File: config.mk
export PLATFORM = sky130hd
export DESIGN_NAME = palette_mapper
export DESIGN_NICKNAME = d
export VERILOG_FILES = /design/src/rtl/palette_mapper.sv
export SDC_FILE = /design/constraint.sdc
export NUM_CORES = 1
export LEC_CHECK = 0
export ABC_AREA = 1
export BUFFER_PORTS_ARGS = -buffer_cell sky130_fd_sc_hd__buf_2
export CAP_MARGIN = 20
export CORE_ASPECT_RATIO = 2
export CORE_MARGIN = 3
export CORE_UTILIZATION = 55
export DETAILED_ROUTE_END_ITERATION = 12
export HOLD_SLACK_MARGIN = 0.05
export MAX_ROUTING_LAYER = met4
export PLACE_DENSITY = 0.81
export SYNTH_ARGS = -nofsm -noshare
export SYNTH_HDL_FRONTEND = slang
export SYNTH_SLANG_ARGS = --single-unit
File: constraint.sdc
create_clock -name Clk -period 1.75 [get_ports Clk]
set_input_delay 0.525 -clock Clk [delete_from_list [all_inputs] [get_ports Clk]]
set_output_delay 0.525 -clock Clk [all_outputs]
set_load 0.05 [all_outputs]
File: src/rtl/palette_mapper.sv
// palette_mapper: programmable colour-code to RGB palette for the VGA DAC path.
//
// A DEPTH-entry writable palette is looked up through a 2-stage registered pipeline
// (stage 1: pixel inputs, stage 2: RGB result). Palette updates go through a
// one-entry deferred-write buffer and are only committed on an edge where blank=1,
// so a visible frame never shows a half-updated palette.
//
// Optional feature macro: PALETTE_BLINK_EN (adds frame_tick/wr_blink ports, a
// per-entry blink flag, and a frame counter with parameter BLINK_FRAMES).
//
// Ports:
//   Clk, Reset_n            clock, asynchronous active-low reset
//   pix_valid/colorcode/blank  pixel request
//   wr_valid/wr_ready/wr_addr/wr_rgb  palette write handshake
//   out_valid, VGA_R/G/B    pixel colour, 2 cycles after the request
//   frame_tick, wr_blink    (PALETTE_BLINK_EN only) frame pulse, blink flag for writes
module palette_mapper #(
  parameter int unsigned CODE_W      = 6,
  parameter int unsigned DEPTH       = 16,
  parameter int unsigned CHAN_W      = 8,
  parameter logic [23:0] DEFAULT_RGB = 24'h404040
`ifdef PALETTE_BLINK_EN
  ,
  parameter int unsigned BLINK_FRAMES = 30
`endif
) (
  input  logic                Clk,
  input  logic                Reset_n,
`ifdef PALETTE_BLINK_EN
  input  logic                frame_tick,
  input  logic                wr_blink,
`endif
  input  logic                pix_valid,
  input  logic [CODE_W-1:0]   colorcode,
  input  logic                blank,
  input  logic                wr_valid,
  output logic                wr_ready,
  input  logic [CODE_W-1:0]   wr_addr,
  input  logic [3*CHAN_W-1:0] wr_rgb,
  output logic                out_valid,
  output logic [CHAN_W-1:0]   VGA_R,
  output logic [CHAN_W-1:0]   VGA_G,
  output logic [CHAN_W-1:0]   VGA_B
);

  localparam int unsigned RGB_W = 3 * CHAN_W;

  // MSB-align an 8-bit channel value: truncate or zero-pad low bits.
  function automatic logic [CHAN_W-1:0] to_chan(input logic [7:0] c);
    return CHAN_W'({c, {CHAN_W{1'b0}}} >> 8);
  endfunction

  function automatic logic [RGB_W-1:0] to_rgb(input logic [23:0] v);
    return {to_chan(v[23:16]), to_chan(v[15:8]), to_chan(v[7:0])};
  endfunction

  function automatic logic [23:0] reset_entry(input int unsigned idx);
    case (idx)
      0, 1:    return 24'h000000;
      2:       return 24'h27B212;
      3:       return 24'hD80222;
      4:       return 24'h5DB1F0;
      5:       return 24'hF1FF0A;
      6:       return 24'hB2B2B0;
      7:       return 24'hF27A00;
      8:       return 24'h663300;
      9:       return 24'h8600B3;
      10:      return 24'h000066;
      11:      return 24'hFFFFFF;
      12:      return 24'h70F248;
      14:      return 24'hFFA64D;
      default: return 24'h404040;
    endcase
  endfunction

  localparam logic [RGB_W-1:0] DEFAULT_OUT = to_rgb(DEFAULT_RGB);

  typedef enum logic [0:0] {StIdle, StPend} wr_state_e;

  wr_state_e           state_q, state_d;
  logic [CODE_W-1:0]   pend_addr_q, pend_addr_d;
  logic [RGB_W-1:0]    pend_rgb_q, pend_rgb_d;
  logic [RGB_W-1:0]    pal_q [DEPTH];
  logic [RGB_W-1:0]    pal_d [DEPTH];
  logic                s1_valid_q, s1_blank_q;
  logic [CODE_W-1:0]   s1_code_q;
  logic                out_valid_q;
  logic [RGB_W-1:0]    rgb_q, rgb_d;

  logic                xfer;
  logic                commit;
  logic [RGB_W-1:0]    lut_rgb;
  logic                blink_hide;

  assign xfer   = (state_q == StIdle) && wr_valid;
  assign commit = (state_q == StPend) && blank;

  // Write buffer and palette commit; out-of-range addresses match no entry and drop.
  always_comb begin
    state_d     = state_q;
    pend_addr_d = pend_addr_q;
    pend_rgb_d  = pend_rgb_q;
    pal_d       = pal_q;
    unique case (state_q)
      StIdle: begin
        if (xfer) begin
          state_d     = StPend;
          pend_addr_d = wr_addr;
          pend_rgb_d  = wr_rgb;
        end
      end
      StPend: begin
        if (commit) state_d = StIdle;
      end
      default: state_d = StIdle;
    endcase
    for (int unsigned i = 0; i < DEPTH; i++) begin
      if (commit && (pend_addr_q == CODE_W'(i))) pal_d[i] = pend_rgb_q;
    end
  end

  // Lookup reads pal_q, so a commit on the same edge is seen only by later pixels.
  always_comb begin
    lut_rgb = DEFAULT_OUT;
    for (int unsigned i = 0; i < DEPTH; i++) begin
      if (s1_code_q == CODE_W'(i)) lut_rgb = pal_q[i];
    end
  end

  always_comb begin
    rgb_d = rgb_q;
    if (s1_valid_q) begin
      rgb_d = (s1_blank_q || blink_hide) ? '0 : lut_rgb;
    end
  end

  always_ff @(posedge Clk or negedge Reset_n) begin
    if (!Reset_n) begin
      state_q     <= StIdle;
      pend_addr_q <= '0;
      pend_rgb_q  <= '0;
      for (int unsigned i = 0; i < DEPTH; i++) pal_q[i] <= to_rgb(reset_entry(i));
      s1_valid_q  <= 1'b0;
      s1_code_q   <= '0;
      s1_blank_q  <= 1'b0;
      out_valid_q <= 1'b0;
      rgb_q       <= '0;
    end else begin
      state_q     <= state_d;
      pend_addr_q <= pend_addr_d;
      pend_rgb_q  <= pend_rgb_d;
      pal_q       <= pal_d;
      s1_valid_q  <= pix_valid;
      s1_code_q   <= colorcode;
      s1_blank_q  <= blank;
      out_valid_q <= s1_valid_q;
      rgb_q       <= rgb_d;
    end
  end

`ifdef PALETTE_BLINK_EN
  localparam int unsigned CNT_W = (BLINK_FRAMES > 1) ? $clog2(BLINK_FRAMES) : 1;

  logic [CNT_W-1:0] frame_cnt_q, frame_cnt_d;
  logic             blink_phase_q, blink_phase_d;
  logic             pend_blink_q, pend_blink_d;
  logic [DEPTH-1:0] blink_flag_q, blink_flag_d;
  logic             lut_blink;

  always_comb begin
    frame_cnt_d   = frame_cnt_q;
    blink_phase_d = blink_phase_q;
    if (frame_tick) begin
      if (frame_cnt_q == CNT_W'(BLINK_FRAMES - 1)) begin
        frame_cnt_d   = '0;
        blink_phase_d = ~blink_phase_q;
      end else begin
        frame_cnt_d = frame_cnt_q + 1'b1;
      end
    end
    pend_blink_d = xfer ? wr_blink : pend_blink_q;
    blink_flag_d = blink_flag_q;
    lut_blink    = 1'b0;
    for (int unsigned i = 0; i < DEPTH; i++) begin
      if (commit && (pend_addr_q == CODE_W'(i))) blink_flag_d[i] = pend_blink_q;
      if (s1_code_q == CODE_W'(i)) lut_blink = blink_flag_q[i];
    end
  end

  assign blink_hide = blink_phase_q && lut_blink;

  always_ff @(posedge Clk or negedge Reset_n) begin
    if (!Reset_n) begin
      frame_cnt_q   <= '0;
      blink_phase_q <= 1'b0;
      pend_blink_q  <= 1'b0;
      blink_flag_q  <= '0;
    end else begin
      frame_cnt_q   <= frame_cnt_d;
      blink_phase_q <= blink_phase_d;
      pend_blink_q  <= pend_blink_d;
      blink_flag_q  <= blink_flag_d;
    end
  end
`else
  assign blink_hide = 1'b0;
`endif

  assign wr_ready  = (state_q == StIdle);
  assign out_valid = out_valid_q;
  assign {VGA_R, VGA_G, VGA_B} = rgb_q;

endmodule

After elaboration in Yosys (flattened, before gate mapping). Index checks and enable logic that the tools add are counted.

Bits in registers: 448. Input port bits: 41. Output and inout bits: 26. Word-level logic and storage cells: 96.

Equal/unequal tests: 30. Multiplexer cells: 20. Bitwise gates (word level): 1. Reduce and logical (&&, ||, !) cells: 21.

Operators with widths (count): two-way mux 24 bit (17); equality test 6 x 4 -> 1 bit, second input constant (16); equality test 6 x 3 -> 1 bit, second input constant (8); equality test 6 x 2 -> 1 bit, second input constant (4); logical AND 1 bit (18); equality test 6 x 1 -> 1 bit, second input constant (2); logical NOT 6 bit (2); two-way mux 1 bit (2); one-hot mux 1 bit (2 select lines) (1); AND reduction 2 bit (1); inverter 1 bit (1).

Longest topological paths before layout.
Depth after elaboration: 18. Depth in mapped cells: 15. Gate-level depth less buffers: 15.

Worst setup path before layout. OpenSTA, ideal clock, no wires.

Path kind: input to register. Start point: input blank. End point: register pal_q[343] (netlist bit). Library setup time: 0.133 ns. Arrival time: 1.657 ns. Required time: 1.617 ns. Setup slack: -0.040 ns. Cell stages on the path: 8. Buffers on the path: 3. Cell sequence: nand2_1 -> nor3_1 -> buf_2 -> nand3_1 -> clkbuf_1 -> clkbuf_1 -> nand2_1 -> o21ai_0.

Cells in the longest elaborated chain, start to end: 2.

RTL lines: start, declared (line 35) `input logic blank,`; logical AND 1 bit (line 96) `assign commit = (state_q == StPend) && blank;`; logical AND 1 bit (line 118) `if (commit && (pend_addr_q == CODE_W'(i))) pal_d[i] = pend_rgb_q;`; end signal, assigned (line 152) `pal_q <= pal_d;`; end, declared (line 83) `logic [RGB_W-1:0] pal_q [DEPTH];`.

Every way passes these cells. A chain may end at the register's enable or synchronous reset.

Worst setup path in the final report.
Start point: register s1_code_q[5]. End point: register rgb_q[12].

Cells in the longest elaborated chain, start to end: 18. Elaborated cells between the ends (all ways): 33. Those cells by class: 15 x eq/ne; 17 x mux; 1 x reduce/logical.

RTL lines: start, declared (line 86) `logic [CODE_W-1:0] s1_code_q;`; start signal, assigned (line 154) `s1_code_q <= colorcode;`; logical NOT 6 bit (line 126) `if (s1_code_q == CODE_W'(i)) lut_rgb = pal_q[i];`; two-way mux 24 bit (15 in a row) (line 126); two-way mux 24 bit * (line 126); two-way mux 24 bit * (line 133) `rgb_d = (s1_blank_q || blink_hide) ? '0 : lut_rgb;`; end signal, assigned (line 157) `rgb_q <= rgb_d;`; end, declared (line 88) `logic [RGB_W-1:0] rgb_q, rgb_d;`.

Mark *: on every way between the ends. The rest lies on a longest branch, timed or not.

==> summary.txt <==
Power
  – Switching part of the total: 0.2888
  – Power share of the sequential group: 0.548
  – P_int: 20360 uW
  – Combinational power share: 0.155
  – Clk pwr share: 0.297
  – PD cells: 1238 nW/um2
  – IR drop worst, VDD: 0.0009464 V
  – P_sw: 8266 uW
  – Leak: 0.01074 uW

Logic synthesis
  – Net Count, Synth: 2370
  – Compound-Gate Fraction of Synth Area: 0.1236
  – Seq/Total Area, Yosys: 0.5786
  – Main flop type after synthesis: dfrtp_1
  – Post-synthesis simple-gate area fraction: 0.2354
  – Cells after Synth: 2329
  – Post-synthesis adder-cell area fraction: 0
  – Synthesis Warnings: 0
  – Area contributors post-synth: dfrtp_1, dfstp_2, nand2_1
  – Count of different cell masters after synthesis: 27
  – FFs w/ async S/R, synth: 1.000
  – Multiplexer share of the synthesized area: 0.001716
  – Top-count cell post-synth: nand2_1
  – Mapped Area: 19680 um2
  – Avg Inst Size Synth: 8.451 um2
  – Synth Area in XOR/XNOR: 0
  – Yosys reg bits: 448
  – Synth cell count leaders: nand2_1, o21ai_0, dfrtp_1
  – Post-synth top area cell: dfrtp_1
  – Largest family of logic cells by synthesized area: simple AND/OR/NAND/NOR gates
  – Share of the synthesized area in the top cell type: 0.3891
  – Number of synthesized flops with an enable pin: 0

Timing
  – Slew Limit Fails: 0
  – Period Utilization, post-route: 1.196
  – Final setup vio count: 24
  – Clock skew: 0.01271 ns
  – Fin. Hold Viols: 0
  – Final worst path period need: 2.093 ns
  – Setup ws final: -0.3426 ns
  – F_max: 477.9 MHz
  – Worst Max-Slew Pin Slew: 0.6531 ns
  – Normalized max-slew margin: 0.5641
  – Sum Neg Setup Slack: -6.231 ns
  – RSZ-0062 raised after global routing: true

Finish
  – Nets: 2438
  – Multi-input gate area: 7348 um2
  – Final-layout fill cell count: 2698
  – Layout cell share with drive strength beyond 1: 0.2011
  – FF+latch area: 11390 um2
  – Non-filler instance count after layout: 2872
  – Ant diodes: 0
  – Area growth syn-to-layout: 17.44%

Drt
  – Metal3 WL: 3076 um
  – Met2 WL: 28120 um
  – DR WL/cell: 18.56 um
  – Total Wirelength: 53290 um
  – Max layer used: met4
  – DRT Pass-1 Iters: 8
  – DR vias: 16.59k
  – Routed Antenna Nets: 0
  – Met1 wire length: 19270 um
  – Starting DRT DRC Count: 1459
  – Vias per cell: 5.775
  – DRC Markers: 0

Floorplanning
  – Core area: 35200 um2
  – I/O pin count: 67
  – Die width: 139.8 um
  – Die outline area: 38230 um2
  – Die height: 273.5 um
  – FP Rows: 97
  – Effective utilization at floorplan: 0.5592

Setup path
  – Setup crit start: s1_code_q[5]
  – Worst path arrival time: 2.52 ns
  – Worst path required time: 2.17 ns
  – Crit-path slowest cell: dfrtp_2
  – CP Cell Sequence: nor2_8, buf_6, nand3_4, nor2_4, inv_4, or2_0, nand2_1, nand4_1, nor2_2, nand4_1, nand2_1, nand2_1
  – Buffers & Inverters on Critical Path: 2
  – Peak fanout along the critical path: 11
  – Family with the most delay on the worst path: simple AND/OR/NAND/NOR gates
  – Reg-to-Reg Start: s1_code_q[5]
  – Largest stage delay, worst path: 0.44 ns
  – Worst Setup Start Kind: flip-flop
  – Crit end category: flip-flop
  – Critical path class: reg2reg
  – Most frequent CP cell: nand2_1

Place
  – Port buffer count: 66
  – Dpl ws: -0.3118 ns
  – Placed cell count: 2775
  – Post-DP HPWL: 34160 um
  – GPL Wtd Cong: 0.9272

Clocking
  – CTS tree: yes
  – CTS Buffer Depth: 3
  – CTS clk-pin slew, worst paths: 0.07 ns
  – CTS Sinks: 448
  – CTS Buf Count: 39
  – Worst-skew pair later-pin latency: 0.54 ns
  – H-tree Lvls: 2
  – CTS Root Cell: clkbuf_16

Global route
  – Total GRT Usage: 0.2829
  – Initial antenna violation count: 1
  – Gr ovfl total: 0
  – First-pass GRT wire length: 85240 um
  – Number of global-route vias before repair: 16.50k
  – Largest net degree at the start of global routing: 69

Outcome
  – Failing checks: negative setup slack
  – Status: finished, violations left

Flow run
  – Max-cap violations: 0

Min path
  – Hold crit path type: in2reg
  – Hold path start: pix_valid
-- placed cells by master, fill, tap and decap left out, types with 12 or more instances in the layout --
master,Yosys,final
nand2_1,745,729
nand3_1,74,62
nor2_1,105,92
or2_2,23,22
buf_6,0,23
nand4_1,85,85
buf_12,0,42
inv_1,135,132
o21ai_1,10,20
dfrtp_1,306,302
clkbuf_16,0,44
clkbuf_1,131,20
o21ai_0,414,402
buf_2,24,62
a21oi_1,56,51
dfstp_2,142,142
or2_0,22,22
or2_1,17,16
buf_4,2,48
nand3_2,2,12
nand2_2,0,14
nor2_4,5,12
-- cell type report --
| cell class | count | share of cell area |
|---|---|---|
| Inverter | 149 | 0.02506 |
| Sequential cell | 448 | 0.4929 |
| Timing Repair Buffer | 185 | 0.08645 |
| Clock buffer | 66 | 0.05110 |
| Clock inverter | 5 | 0.002165 |
| Timing Repair inverter | 1 | 0.0002707 |
| Multi-Input combinational cell | 1573 | 0.3179 |
| Tap cell | 445 | 0.02409 |
-- kinds of logic after synthesis --
| kind of cell | count (synthesis) |
|---|---|
| and+or+nand+nor | 1086 |
| AOI/OAI and AO/OA | 484 |
| DFF | 448 |
| muxes | 3 |
| buffers and inverters | 308 |
-- sequential cells by signal, summed over array words and instances, names as in the netlist --
signal	cells
out_valid	1
pal_q	384
pend_addr_q	6
pend_rgb_q	24
rgb_q	24
s1_blank_q	1
s1_code_q	6
s1_valid_q	1
state_q	1
-- power by group through the flow --
stage	clock network, uW	registers (uW)	logic, uW
floorplan	0	15300	2900
global placement	0	15500	3990
detailed placement	0	15700	4270
CTS	8600	15600	4380
global route	8990	16000	5170
finish	8490	15700	4450
-- what timing repair did --
action	4_1_cts	5_1_grt
hold endpoints to repair	13	0
setup buffers	12	7
pin swaps	31	57
setup endpoints to repair	27	25
hold buffers	1	0
gates cloned	6	2
gates resized for setup	72	53
-- worst paths after layout --
check                             end  slack (ns)  cells after the start
max                         rgb_q[12]       -0.34                     12
min                        s1_valid_q        0.09                      1
max reg2reg                 rgb_q[12]       -0.34                     12
min reg2reg                 out_valid        0.40                      0
max in group asynchronous  pal_q[228]        0.51                      4
min in group asynchronous   rgb_q[21]        0.46                      2
-- layer usage --
| metal | track usage | vias to the layer above |
|---|---|---|
| met1 | 0.3190 | 8029 |
| met3 | 0.03199 | 181 |
| met2 | 0.4980 | 738 |
| met5 | - | - |
| li1 | - | 7638 |
| met4 | 0.1383 | 0 |
-- metrics by stage --
step / power (uW) / instance area (um2) / util / hold slack (ns)
after floorplan: 18220 / 19690 / - / 0.2294
after global placement: 19520 / 21150 / 0.6010 / 0.3812
after detailed placement: 19960 / 21150 / 0.6010 / 0.3900
after CTS: 28540 / 22810 / 0.6480 / 0.07577
after global routing: 30120 / 23110 / 0.6567 / 0.08635
final: 28620 / 23110 / 0.6567 / 0.09497
Power figures use the tool's default switching activity.
